--- src/rtl/serial_subtractor.sv ---
// Multi-cycle subtractor: D = X - Y - Bin, BITS_PER_CYCLE bits per clock, LSB slice first,
// with a single borrow register carrying between slices and a start/busy/done handshake.
module serial_subtractor #(
    parameter int WIDTH          = 8,
    parameter int BITS_PER_CYCLE = 1
) (
    input  logic             clk,
    input  logic             rst,
    input  logic             start,
    input  logic [WIDTH-1:0] x,
    input  logic [WIDTH-1:0] y,
    input  logic             bin,
    output logic             busy,
    output logic             done,
    output logic [WIDTH-1:0] d,
    output logic             bout,
    output logic             ovf
);

    localparam int N  = WIDTH / BITS_PER_CYCLE;
    localparam int CW = (N > 1) ? $clog2(N) : 1;

    localparam logic [1:0] S_IDLE = 2'd0;
    localparam logic [1:0] S_RUN  = 2'd1;
    localparam logic [1:0] S_DONE = 2'd2;

    generate
        if (WIDTH < 1 || BITS_PER_CYCLE < 1 || (WIDTH % BITS_PER_CYCLE) != 0) begin : g_bad_cfg
            $error("serial_subtractor: BITS_PER_CYCLE must be >=1 and divide WIDTH");
        end
    endgenerate

    logic [1:0]       state_q, state_d;
    logic [WIDTH-1:0] xs_q, xs_d;
    logic [WIDTH-1:0] ys_q, ys_d;
    logic [WIDTH-1:0] res_q, res_d;
    logic             brw_q, brw_d;
    logic [CW-1:0]    cnt_q, cnt_d;
    logic [WIDTH-1:0] dout_q, dout_d;
    logic             bout_q, bout_d;
    logic             ovf_q, ovf_d;

    // Ripple chain of full-subtractor cells over the low slice of the operand shifters.
    logic [BITS_PER_CYCLE:0]   bc;
    logic [BITS_PER_CYCLE-1:0] sd;
    logic [WIDTH-1:0]          res_nxt;

    always_comb begin
        bc    = '0;
        sd    = '0;
        bc[0] = brw_q;
        for (int i = 0; i < BITS_PER_CYCLE; i++) begin
            sd[i]   = xs_q[i] ^ ys_q[i] ^ bc[i];
            bc[i+1] = (~xs_q[i] & ys_q[i]) | (~(xs_q[i] ^ ys_q[i]) & bc[i]);
        end
    end

    // Slice difference enters the result shifter from the top.
    assign res_nxt = WIDTH'({sd, res_q} >> BITS_PER_CYCLE);

    always_comb begin
        state_d = state_q;
        xs_d    = xs_q;
        ys_d    = ys_q;
        res_d   = res_q;
        brw_d   = brw_q;
        cnt_d   = cnt_q;
        dout_d  = dout_q;
        bout_d  = bout_q;
        ovf_d   = ovf_q;
        case (state_q)
            S_IDLE, S_DONE: begin
                if (start) begin
                    xs_d    = x;
                    ys_d    = y;
                    brw_d   = bin;
                    cnt_d   = '0;
                    state_d = S_RUN;
                end else begin
                    state_d = S_IDLE;
                end
            end
            S_RUN: begin
                xs_d  = xs_q >> BITS_PER_CYCLE;
                ys_d  = ys_q >> BITS_PER_CYCLE;
                res_d = res_nxt;
                brw_d = bc[BITS_PER_CYCLE];
                cnt_d = cnt_q + CW'(1);
                if (cnt_q == CW'(N - 1)) begin
                    dout_d  = res_nxt;
                    bout_d  = bc[BITS_PER_CYCLE];
                    ovf_d   = bc[BITS_PER_CYCLE-1] ^ bc[BITS_PER_CYCLE];
                    cnt_d   = '0;
                    state_d = S_DONE;
                end
            end
            default: state_d = S_IDLE;
        endcase
    end

    always_ff @(posedge clk or posedge rst) begin
        if (rst) begin
            state_q <= S_IDLE;
            xs_q    <= '0;
            ys_q    <= '0;
            res_q   <= '0;
            brw_q   <= 1'b0;
            cnt_q   <= '0;
            dout_q  <= '0;
            bout_q  <= 1'b0;
            ovf_q   <= 1'b0;
        end else begin
            state_q <= state_d;
            xs_q    <= xs_d;
            ys_q    <= ys_d;
            res_q   <= res_d;
            brw_q   <= brw_d;
            cnt_q   <= cnt_d;
            dout_q  <= dout_d;
            bout_q  <= bout_d;
            ovf_q   <= ovf_d;
        end
    end

    assign busy = (state_q == S_RUN);
    assign done = (state_q == S_DONE);
    assign d    = dout_q;
    assign bout = bout_q;
    assign ovf  = ovf_q;

endmodule
--- config.mk ---
export PLATFORM = sky130hd
export DESIGN_NAME = serial_subtractor
export DESIGN_NICKNAME = d
export VERILOG_FILES = /design/src/rtl/serial_subtractor.sv
export SDC_FILE = /design/constraint.sdc
export NUM_CORES = 1
export LEC_CHECK = 0
export ABC_AREA = 1
export CAP_MARGIN = 5
export CELL_PAD_IN_SITES_DETAIL_PLACEMENT = 1
export CELL_PAD_IN_SITES_GLOBAL_PLACEMENT = 2
export CORE_MARGIN = 2
export CORE_UTILIZATION = 39
export CTS_CLUSTER_DIAMETER = 200
export DETAILED_ROUTE_END_ITERATION = 6
export DONT_BUFFER_PORTS = 1
export PLACE_DENSITY = 0.87
export SETUP_SLACK_MARGIN = 0.15
export SKIP_CTS_REPAIR_TIMING = 1
export SLEW_MARGIN = 20
export SYNTH_ARGS = -nofsm -noshare
export SYNTH_HDL_FRONTEND = slang
export SYNTH_SLANG_ARGS = --single-unit
--- constraint.sdc ---
create_clock -name clk -period 3.1 [get_ports clk]
set_clock_uncertainty 0.15 [all_clocks]
set_input_delay 0.62 -clock clk [delete_from_list [all_inputs] [get_ports clk]]
set_output_delay 0.62 -clock clk [all_outputs]
set_load 0.02 [all_outputs]
[Word level (Yosys, flattened, before mapping)]
Cells that the tools add are included.
Cells by class
  add/sub/neg operators: 1
  multipliers: 0
  div/mod/pow operators: 0
  order comparisons: 0
  eq/ne operators: 5
  shifts and indexed selects: 0
  muxes and demuxes: 12
  bitwise operators: 8
  reduce and logical (&&, ||, !) cells: 5
Operators with widths (number)
  8-bit one-hot mux with 2 select lines: 2
  8-bit two-way mux: 2
  3-bit two-way mux: 2
  3-bit one-hot mux with 2 select lines: 1
  2-bit one-hot mux with 2 select lines: 1
  2-bit AND reduction: 2
  3-bit by 1-bit adder with 3-bit output, second input constant: 1
  3-bit == test, second input constant: 1
  1-bit bitwise XOR: 3
  1-bit AND: 2
  2-bit by 1-bit == test with 1-bit output, second input constant: 1
  2-bit == test, second input constant: 1
  2-bit zero test: 1
  1-bit two-way mux: 2
  2-bit two-way mux: 1
  2-bit by 1-bit inequality test with 1-bit output, second input constant: 1
  2-bit inequality test, second input constant: 1
  1-bit inverter: 2
  1-bit one-hot mux with 2 select lines: 1
  2-bit nonzero test: 1
  2-bit OR reduction: 1
  1-bit OR: 1
Word-level totals
  flip-flop bits (word level): 40
  bits in latches: 0
  RAM bits: 0
  bits in read-only memories: 0
  bits of input ports: 20
  output and inout bits: 12
  logic and storage cells: 40
  memories kept: 0

[Depth between registers and ports, before layout]
Gate-level depths: netlist of run 1.
  depth in word-level cells: 5
  mapped depth: 8
  gate-level depth less buffers: 7

[Worst setup path before layout of run 1]
Ideal clock, no wire load.
  path type: register to output
  start: register state_q[0]
  end: output done
  data arrival time: 0.953 ns
  required time: 2.330 ns
  setup slack: 1.377 ns
  cell stages (with the launch flop): 4
  buffers on the path: 2
  cell sequence: dfrtp_1 -> buf_6 -> buf_2 -> nor2_1
On the way
  word-level cells in the longest chain between the ends: 1
Ends and longest elaborated chain
  start: declaration: RTL line 33  | logic [1:0] state_q, state_d;
  start signal: assignment: RTL line 113  | state_q <= state_d;
  2-bit == test: RTL line 126  | assign done = (state_q == S_DONE);
  end: declaration: RTL line 14  | output logic done,
Every way passes these cells.

[Worst setup path after layout of run 1]
  start: register state_q[0]
  end: output busy
On the way
  word-level cells in the longest chain between the ends: 1
Ends and longest elaborated chain
  2-bit by 1-bit == test with 1-bit output: RTL line 125  | assign busy = (state_q == S_RUN);
  end: declaration: RTL line 13  | output logic busy,
Every way passes these cells.

==> results of run 1 <==
[cell families (layout without fill, tap and decap cells)]
logic type,Yosys count,in the layout,share of synthesized area [%]
compound gates,19,19,6.61
xor+xnor,1,1,0.462
fa+ha+maj,3,3,2.38
buf+inv,55,55,13.0
flops,39,39,51.5
simple gates,113,113,26.0
[Yosys cell counts]
| master | number |
|---|---|
| nand2_1 | 76 |
| inv_1 | 43 |
| dfrtp_1 | 39 |
| nand3_1 | 29 |
| o21ai_0 | 11 |
| o21ai_2 | 8 |
| buf_2 | 4 |
| buf_6 | 3 |
| nand2_4 | 3 |
| nor2_1 | 3 |
| buf_4 | 2 |
| ha_1 | 2 |
| inv_4 | 2 |
| fa_1 | 1 |
| inv_2 | 1 |
| nand2_2 | 1 |
| nor2_4 | 1 |
| xnor2_1 | 1 |
[per-stage QoR]
stage / std cells / worst slack [ns]
global placement: 276 / 1.22
global route: 284 / 0.877
CTS: 284 / 0.942
finish: 284 / 0.963
floorplan: 230 / 1.38
detailed placement: 276 / 1.19
[sequential cells by signal, indices dropped and copies added (netlist names)]
register	count
d	8
xs_q	8
ys_q	8
res_q	7
cnt_q	3
state_q	2
bout	1
brw_q	1
ovf	1
[where the power goes]
group / switching (W) / total (W) / internal (W)
sequential: 0.000230 / 0.000978 / 0.000748
combinational: 0.000546 / 0.000849 / 0.000302
clock: 0.000181 / 0.000442 / 0.000261
[layout make-up]
cell class	count	area share (%)
multi-input cells	136	33.3
clock inverters	2	1.74
well taps	54	3.35
flip-flops and latches	39	48.4
clock buffers	6	4.09
inverters	46	8.80
repair buffers	1	0.372
[routing by layer]
metal	vias up	routed length, um	track usage, %
li1	688	-	-
met5	-	0	0
met4	0	48	7.88
met3	4	172	3.84
met1	649	1710	19.5
met2	24	1780	25.9
[path summary, 6_finish.rpt]
| kind | startpoint | end | slack, ns | depth (start not counted) |
|---|---|---|---|---|
| setup / recovery | state_q[0] | busy | 0.96 | 2 |
| setup reg to reg | state_q[0] | xs_q[6] | 1.20 | 5 |
| hold reg to reg | res_q[1] | d[0] | 0.33 | 2 |
| min in group clk | x[7] | xs_q[7] | 0.31 | 2 |
| max in group asynchronous | rst | cnt_q[0] | 1.95 | 2 |
| hold / removal | rst | d[5] | 0.10 | 1 |
==> qor.csv, run 1 <==
stage,metric,value,unit
run_status,status,completed,
floorplanning,dieWidth,73.7,um
layout,final_cell_mix,"nand2_1, inv_1, dfrtp_1",
placed_design,post-dp-hpwl,2.63,mm
floorplanning,die-area,0.00543,mm^2
floorplanning,io_pins,32,
detailed_routing,routedWlPerCell,13.1,um
layout,antenna_cells,0,
synthesis,syn_area_per_cell,8.24,um^2
layout,syn_to_final_growth,6.54,%
detailed_routing,ant_nets,0,
placed_design,place_congestion,0.716,
synthesis,synthCells,230,
placed_design,port_buffers,0,
power_and_ir_drop,vdd_drop_max,0.000374,V
sta,slew_viol_final,0,
detailed_routing,num_vias,1365,
detailed_routing,vias_per_cell,4.81,
sta,period_share,68.9,%
clock_network,clkLatencyLatePin,0.29,ns
clock_network,clk_path_buf_depth,2,
setup_path,crit_buf_inv,1,
setup_path,worstPathArrival,1.37,ns
sta,tns,0,ns
global_route,grt_max_degree,33,
sta,fmax,468,MHz
synthesis,synth.area.top_cells,"dfrtp_1, nand2_1, inv_1, nand3_1, o21ai_2",
placed_design,place_area,0.00190,mm^2
setup_path,cpMaxStageDelayCell,dfrtp_1,
synthesis,synth.distinct_cells,18,
synthesis,ys_seq_area_share,51.5,%
layout,final_common_cell,nand2_1,
global_route,grt_pass1_wl,6.44,mm
setup_path,endpoint_kind,output pin,
global_route,overflow,0,
setup_path,path_delay_family,flip-flops,
clock_network,clockRootBuffer,clkbuf_8,
clock_network,cts.reportedPaths.clkPinSlew,0.08,ns
clock_network,h-tree-depth,2,
sta,setup_viol,0,
layout,multi_input_area,672,um^2
clock_network,cts.sinks,39,
setup_path,crit_required,2.33,ns
synthesis,yosysWarnings,0,
synthesis,ys_ff_latch,39,
layout,stdcell_area,0.00202,mm^2
power_and_ir_drop,power,0.00227,W
synthesis,synth_nets,253,
worst_hold_path,hp-class,in -> async,
sta,fin_crit,2.14,ns
setup_path,critPathLaunchType,flop,
detailed_routing,detail_route.iter0.violations,53,
setup_path,crit_chain,inv_4 -> nor2_4,
layout,regArea,976,um^2
power_and_ir_drop,p_per_area,1120,mW/mm^2
clock_network,cts_tree,done,
global_route,track_usage,15.9,%
clock_network,numCtsBuffers,5,
floorplanning,core_area,0.00469,mm^2
flow_run,drv_cap,0,
sta,holdWs,0.104,ns
layout,fin_nets,252,
floorplanning,core.rowCount,25,
setup_path,cp_max_fo,17,
floorplanning,fp.dieH,73.7,um
sta,max_slew_margin,59.0,%
global_route,antenna_found_initial,0,
layout,post-route-util,43.0,%
synthesis,synth_top_area_share,51.5,%
power_and_ir_drop,leakage,1.12,nW
global_route,grt_pass1_vias,1425,
setup_path,max_stage_delay,0.74,ns
setup_path,critical_path_class,reg -> out,
sta,rsz0062_at_grt,no,
sta,tightestPinTransition,0.616,ns
synthesis,netlist_area,0.00189,mm^2
sta,hold_viol,0,
layout,fillers,565,
detailed_routing,route.detailed.drc,0,
detailed_routing,wl,3.72,mm
floorplanning,start_util,40.4,%
layout,layout-drive-gt1-share,10.9,%
synthesis,synth_top_cell_by_area,dfrtp_1,
detailed_routing,first_pass_iters,4,
Power figures use the tool's default switching activity.
==> inputs of run 2 (changes only) <==
- CORE_UTILIZATION: 39 -> 36
- PLACE_DENSITY: 0.87 -> 0.82
- clock period: 3.1 -> 2.02 ns (I/O delays scaled with it)
==> run 2 against run 1 <==
Against the previous run: the flow now finishes with violations (hold timing); routed wire length increased by 2.5%; register-to-register slack got worse by 0.73 ns; clock-buffer cell count unchanged; sequential power increased by 52%; sequential cell count unchanged; worst setup slack got worse by 0.73 ns; final cell count increased by 6.3%.
==> qor.csv, run 2 (synthesis results as in run 1) <==
stage,metric,value,unit
floorplanning,core_area,0.00511,mm^2
layout,stdcell_area,0.00205,mm^2
detailed_routing,first_pass_iters,4,
global_route,grt_pass1_vias,1392,
setup_path,crit_required,1.47,ns
floorplanning,start_util,37.1,%
clock_network,clkLatencyLatePin,0.29,ns
layout,antenna_cells,0,
clock_network,clockRootBuffer,clkbuf_8,
setup_path,worstPathArrival,1.23,ns
layout,layout-drive-gt1-share,11.6,%
detailed_routing,route.detailed.drc,0,
sta,slew_viol_final,0,
sta,rsz0062_at_grt,no,
layout,syn_to_final_growth,8.39,%
setup_path,endpoint_kind,output pin,
detailed_routing,routedWlPerCell,12.6,um
layout,final_cell_mix,"nand2_1, inv_1, dfrtp_1",
floorplanning,die-area,0.00586,mm^2
sta,max_slew_margin,66.3,%
global_route,grt_max_degree,40,
placed_design,place_congestion,0.668,
clock_network,cts.sinks,39,
sta,holdWs,-0.0452,ns
floorplanning,io_pins,32,
setup_path,crit_buf_inv,0,
setup_path,max_stage_delay,0.53,ns
setup_path,crit_chain,nor2_1,
run_status,status,"finished, violations left",
global_route,grt_use_met1,19.7,%
worst_hold_path,hp-class,in -> async,
placed_design,port_buffers,0,
global_route,antenna_found_initial,0,
floorplanning,fp.dieH,76.5,um
sta,hold_viol,39,
power_and_ir_drop,power,0.00353,W
sta,fmax,560,MHz
global_route,track_usage,14.6,%
clock_network,h-tree-depth,2,
sta,setup_viol,0,
power_and_ir_drop,leakage,1.13,nW
setup_path,critical_path_class,reg -> out,
global_route,overflow,0,
placed_design,place_area,0.00194,mm^2
sta,tns,0,ns
detailed_routing,vias_per_cell,4.56,
layout,post-route-util,40.2,%
clock_network,numCtsBuffers,5,
sta,worst_slack,0.236,ns
clock_network,clk_path_buf_depth,2,
flow_run,drv_cap,0,
global_route,grt_pass1_wl,6.71,mm
setup_path,cpMaxStageDelayCell,dfrtp_1,
run_status,violations,hold timing,
placed_design,post-dp-hpwl,2.59,mm
floorplanning,dieWidth,76.5,um
global_route,grt_util_met3,4.03,%
setup_path,cp_max_fo,8,
layout,fillers,644,
setup_path,path_delay_family,flip-flops,
sta,fin_crit,1.78,ns
power_and_ir_drop,vdd_drop_max,0.000548,V
power_and_ir_drop,p_per_area,1720,mW/mm^2
detailed_routing,wl,3.81,mm
layout,fin_nets,254,
global_route,use_met2,22.0,%
floorplanning,core.rowCount,26,
sta,period_share,88.3,%
clock_network,cts.reportedPaths.clkPinSlew,0.07,ns
clock_network,cts_tree,done,
detailed_routing,ant_nets,0,
placed_design,preCtsSetupSlack,0.447,ns
layout,final_common_cell,nand2_1,
sta,tightestPinTransition,0.505,ns
detailed_routing,num_vias,1376,
global_route,busiest_layer,met2,
setup_path,critPathLaunchType,flop,
detailed_routing,detail_route.iter0.violations,86,
-- run 2: cell count changes in the layout (fill, tap and decap cells not counted), sizes merged --
cell / delta
buf: +2
-- run 2: stage by stage --
step           std cells  hold slack, ns
2_1_floorplan        230           0.292
4_1_cts              302         -0.0272
5_1_grt              302       0.0000139
3_5_place_dp         294           0.305
6_report             302         -0.0452
3_3_place_gp         294           0.306
-- run 2: layout make-up --
| class | count | area (um^2) | area share (%) |
|---|---|---|---|
| Sequential cell | 39 | 976 | 47.5 |
| Multi-Input combinational cell | 136 | 672 | 32.7 |
| Inverter | 46 | 178 | 8.65 |
| Tap cell | 70 | 87.6 | 4.27 |
| Clock buffer | 6 | 82.6 | 4.02 |
| Clock inverter | 2 | 35.0 | 1.71 |
| Timing Repair Buffer | 3 | 22.5 | 1.10 |
-- run 2: final timing paths --
path	start	to	cells after the start	slack, ns
hold / removal	rst	res_q[6]	2	-0.05
setup / recovery	state_q[0]	done	1	0.24
setup reg to reg	state_q[0]	bout	5	0.47
max in group asynchronous	rst	res_q[5]	2	1.40
min in group clk	y[7]	ys_q[7]	2	0.09
hold reg to reg	xs_q[6]	xs_q[6]	2	0.33
-- run 2: layer usage --
metal | vias to the layer above | part of all wire [%] | wire [um]
met1 | 656 | 47 | 1800
met5 | - | 0 | 0
met3 | 5 | 3.2 | 120
met4 | 0 | 1.6 | 61
met2 | 23 | 48 | 1830
li1 | 692 | - | -
-- run 2: power breakdown --
part	switching [W]	internal [W]	leakage, nW
clock network	0.000274	0.000399	0.0612
registers	0.000337	0.00115	0.484
logic	0.000876	0.000491	0.581
total	0.00149	0.00204	1.13
==> inputs of run 3 (changes only) <==
- ABC_AREA: 1 -> default
- CORE_UTILIZATION: 36 -> 39
- PLACE_DENSITY: 0.82 -> 0.81
- SLEW_MARGIN: 20 -> default
==> run 3 against run 2 <==
Against the previous run: the run now ends clean; worst setup slack got worse by 0.025 ns; global-route usage rose by 2.0 points; power fell by 12%; clock power fell by 30%; sequential share of layout area rose by 6.0 points; synthesized cell count fell by 34%; sequential power barely moved; sequential cell count did not move; critical path depth rose by 1; first-iteration DRC count fell by 62%; clock-buffer cell count did not move; non-clock buffer count rose by 6; critical endpoint unchanged; highest routed layer unchanged.
==> qor.csv, run 3 <==
stage,metric,value,unit
run_status,status,completed,
layout,final_cell_count_no_fill,208,
power_and_ir_drop,p_int,0.00189,W
sta,tightestPinTransition,0.494,ns
setup_path,max_stage_delay,0.43,ns
synthesis,synth.distinct_cells,29,
sta,tns,0,ns
setup_path,critPathLaunchType,flop,
detailed_routing,num_vias,1156,
detailed_routing,wl,3.50,mm
layout,fin_nets,182,
synthesis,synth-xor-area-share,0.526,%
synthesis,yosysWarnings,0,
clock_network,numCtsBuffers,5,
layout,final_cell_mix,"dfrtp_1, nand2_1, o22ai_1, nor3_1, nor2_1",
synthesis,ys_ff_latch,39,
global_route,track_usage,16.6,%
floorplanning,dieWidth,69.3,um
synthesis,muxShareOfSynthArea,7.21,%
clock_network,cts.reportedPaths.clkPinSlew,0.07,ns
synthesis,synth-compound-area-share,10.5,%
setup_path,critical_path_class,reg -> out,
sta,holdWs,0.114,ns
synthesis,netlist_area,0.00167,mm^2
sta,rsz0062_at_grt,no,
synthesis,synth_top_cell_by_area,dfrtp_1,
clock_network,clk_path_buf_depth,2,
sta,fin_crit,1.81,ns
synthesis,synth_edf_count,0,
placed_design,port_buffers,0,
power_and_ir_drop,leakage,0.845,nW
sta,fmax,553,MHz
detailed_routing,first_pass_iters,4,
power_and_ir_drop,p_per_area,1710,mW/mm^2
detailed_routing,detail_route.iter0.violations,33,
sta,hold_viol,0,
layout,antenna_cells,0,
worst_hold_path,hp-class,in -> reg,
synthesis,synth-simple-area-share,16.5,%
synthesis,syn_area_per_cell,11.0,um^2
layout,fillers,454,
synthesis,synthAdderAreaFrac,2.70,%
global_route,grt_pass1_wl,6.22,mm
placed_design,place_congestion,0.724,
floorplanning,start_util,41.0,%
power_and_ir_drop,power_switching,0.00122,W
synthesis,synth_nets,175,
floorplanning,core_area,0.00406,mm^2
global_route,overflow,0,
sta,max_slew_margin,67.1,%
power_and_ir_drop,clockPowerShare,15.2,%
setup_path,cp_max_fo,11,
setup_path,endpoint_kind,output pin,
floorplanning,fp.dieH,69.3,um
placed_design,post-dp-hpwl,2.44,mm
clock_network,clockRootBuffer,clkbuf_8,
floorplanning,io_pins,32,
power_and_ir_drop,pwr-share-comb,35.8,%
synthesis,ys_top_cells_by_count,"dfrtp_1, nand2_1, nor2_1, nor3_1, o22ai_1",
power_and_ir_drop,power_frac_seq,49.0,%
placed_design,dp.cells,201,
clock_network,cts_tree,done,
synthesis,synth.most_common_cell,dfrtp_1,
setup_path,crit_chain,buf_4 -> nor2b_1,
layout,syn_to_final_growth,9.54,%
setup_path,crit_required,1.47,ns
sta,period_share,89.6,%
floorplanning,core.rowCount,23,
global_route,grt_max_degree,40,
synthesis,synth_top_family_by_area,simple AND/OR/NAND/NOR gates,
power_and_ir_drop,vdd_drop_max,0.000567,V
synthesis,synthCells,152,
detailed_routing,routedWlPerCell,16.8,um
global_route,grt_pass1_vias,1306,
synthesis,synth-async-reset-ratio,100,%
setup_path,worstPathArrival,1.26,ns
clock_network,clkLatencyLatePin,0.29,ns
detailed_routing,met3_wirelength,196,um
power_and_ir_drop,swShare,39.2,%
detailed_routing,vias_per_cell,5.56,
detailed_routing,ant_nets,0,
clock_network,cts.sinks,39,
setup_path,cpMaxStageDelayCell,dfrtp_1,
flow_run,drv_cap,0,
layout,layout-drive-gt1-share,15.8,%
floorplanning,die-area,0.00481,mm^2
synthesis,synth_top_area_share,58.6,%
synthesis,synth.area.top_cells,"dfrtp_1, mux2_2, nand2_1, o22ai_1, nor3_1",
detailed_routing,route.met2.wl,1.72,mm
setup_path,r2r_slack,0.34,ns
detailed_routing,highest_layer,met4,
power_and_ir_drop,power,0.00311,W
synthesis,synth_ff_type,dfrtp_1,
layout,final_common_cell,dfrtp_1,
synthesis,ys_seq_area_share,58.6,%
sta,slew_viol_final,0,
global_route,antenna_found_initial,0,
sta,setup_viol,0,
clock_network,h-tree-depth,2,
detailed_routing,route.detailed.drc,0,
detailed_routing,wl_met1,1.51,mm
-- run 3: cell count changes after synthesis, sizes merged, moves of 11 or more --
cell and delta:
nand3 -29, inv -41, nor3 +11, nand2 -56, o21ai -16, o22ai +11
-- run 3: per-stage QoR --
step,utilization [%],area [um^2],worst slack [ns]
after CTS,44.7,1810,0.169
after floorplan,-,1670,0.333
after global routing,45.0,1820,0.153
after detailed placement,42.9,1740,0.329
after global placement,42.9,1740,0.405
final,45.0,1820,0.210
-- run 3: cell families (layout without fill, tap and decap cells) --
group / after synthesis / count (layout)
and+or+nand+nor: 57 / 57
DFF: 39 / 39
AOI/OAI and AO/OA: 27 / 27
buffers and inverters: 14 / 20
muxes: 11 / 11
adders and majority gates: 3 / 3
xor gates and xnor gates: 1 / 1
-- run 3: final timing paths --
check	endpoint	startpoint	cells past startpoint
max	done	state_q[0]	2
min	xs_q[7]	x[7]	1
max reg2reg	d[5]	cnt_q[0]	4
min reg2reg	res_q[1]	res_q[1]	2
max in group asynchronous	d[5]	rst	3
min in group asynchronous	res_q[1]	rst	3
-- run 3: layout make-up --
cell class              count  area, um^2  share of cell area, %
inverters                   5        18.8                   1.03
clock buffers               6        72.6                   3.98
flip-flops and latches     39         976                   53.5
well taps                  50        62.6                   3.43
repair buffers              9        70.1                   3.84
multi-input cells          99         624                   34.2
-- run 3: worst max-delay path: cells and delay by family, from the launching register on --
family	cells	cell delay [ns]
buf+inv	1	0.19
simple gates	1	0.34
flops	1	0.43
-- run 3: power by group through the flow --
stage | registers (W) | clock network (W) | logic, W
5_1_grt | 0.00158 | 0.000544 | 0.00129
4_1_cts | 0.00153 | 0.000501 | 0.00114
2_1_floorplan | 0.00146 | 0 | 0.000878
6_report | 0.00152 | 0.000474 | 0.00112
3_5_place_dp | 0.00154 | 0 | 0.00114
3_3_place_gp | 0.00152 | 0 | 0.00107
-- run 3: layer usage --
metal	vias up	track usage [%]
met5	-	0
met4	0	7.41
met3	9	6.54
met2	27	27.6
met1	582	18.8
li1	538	-
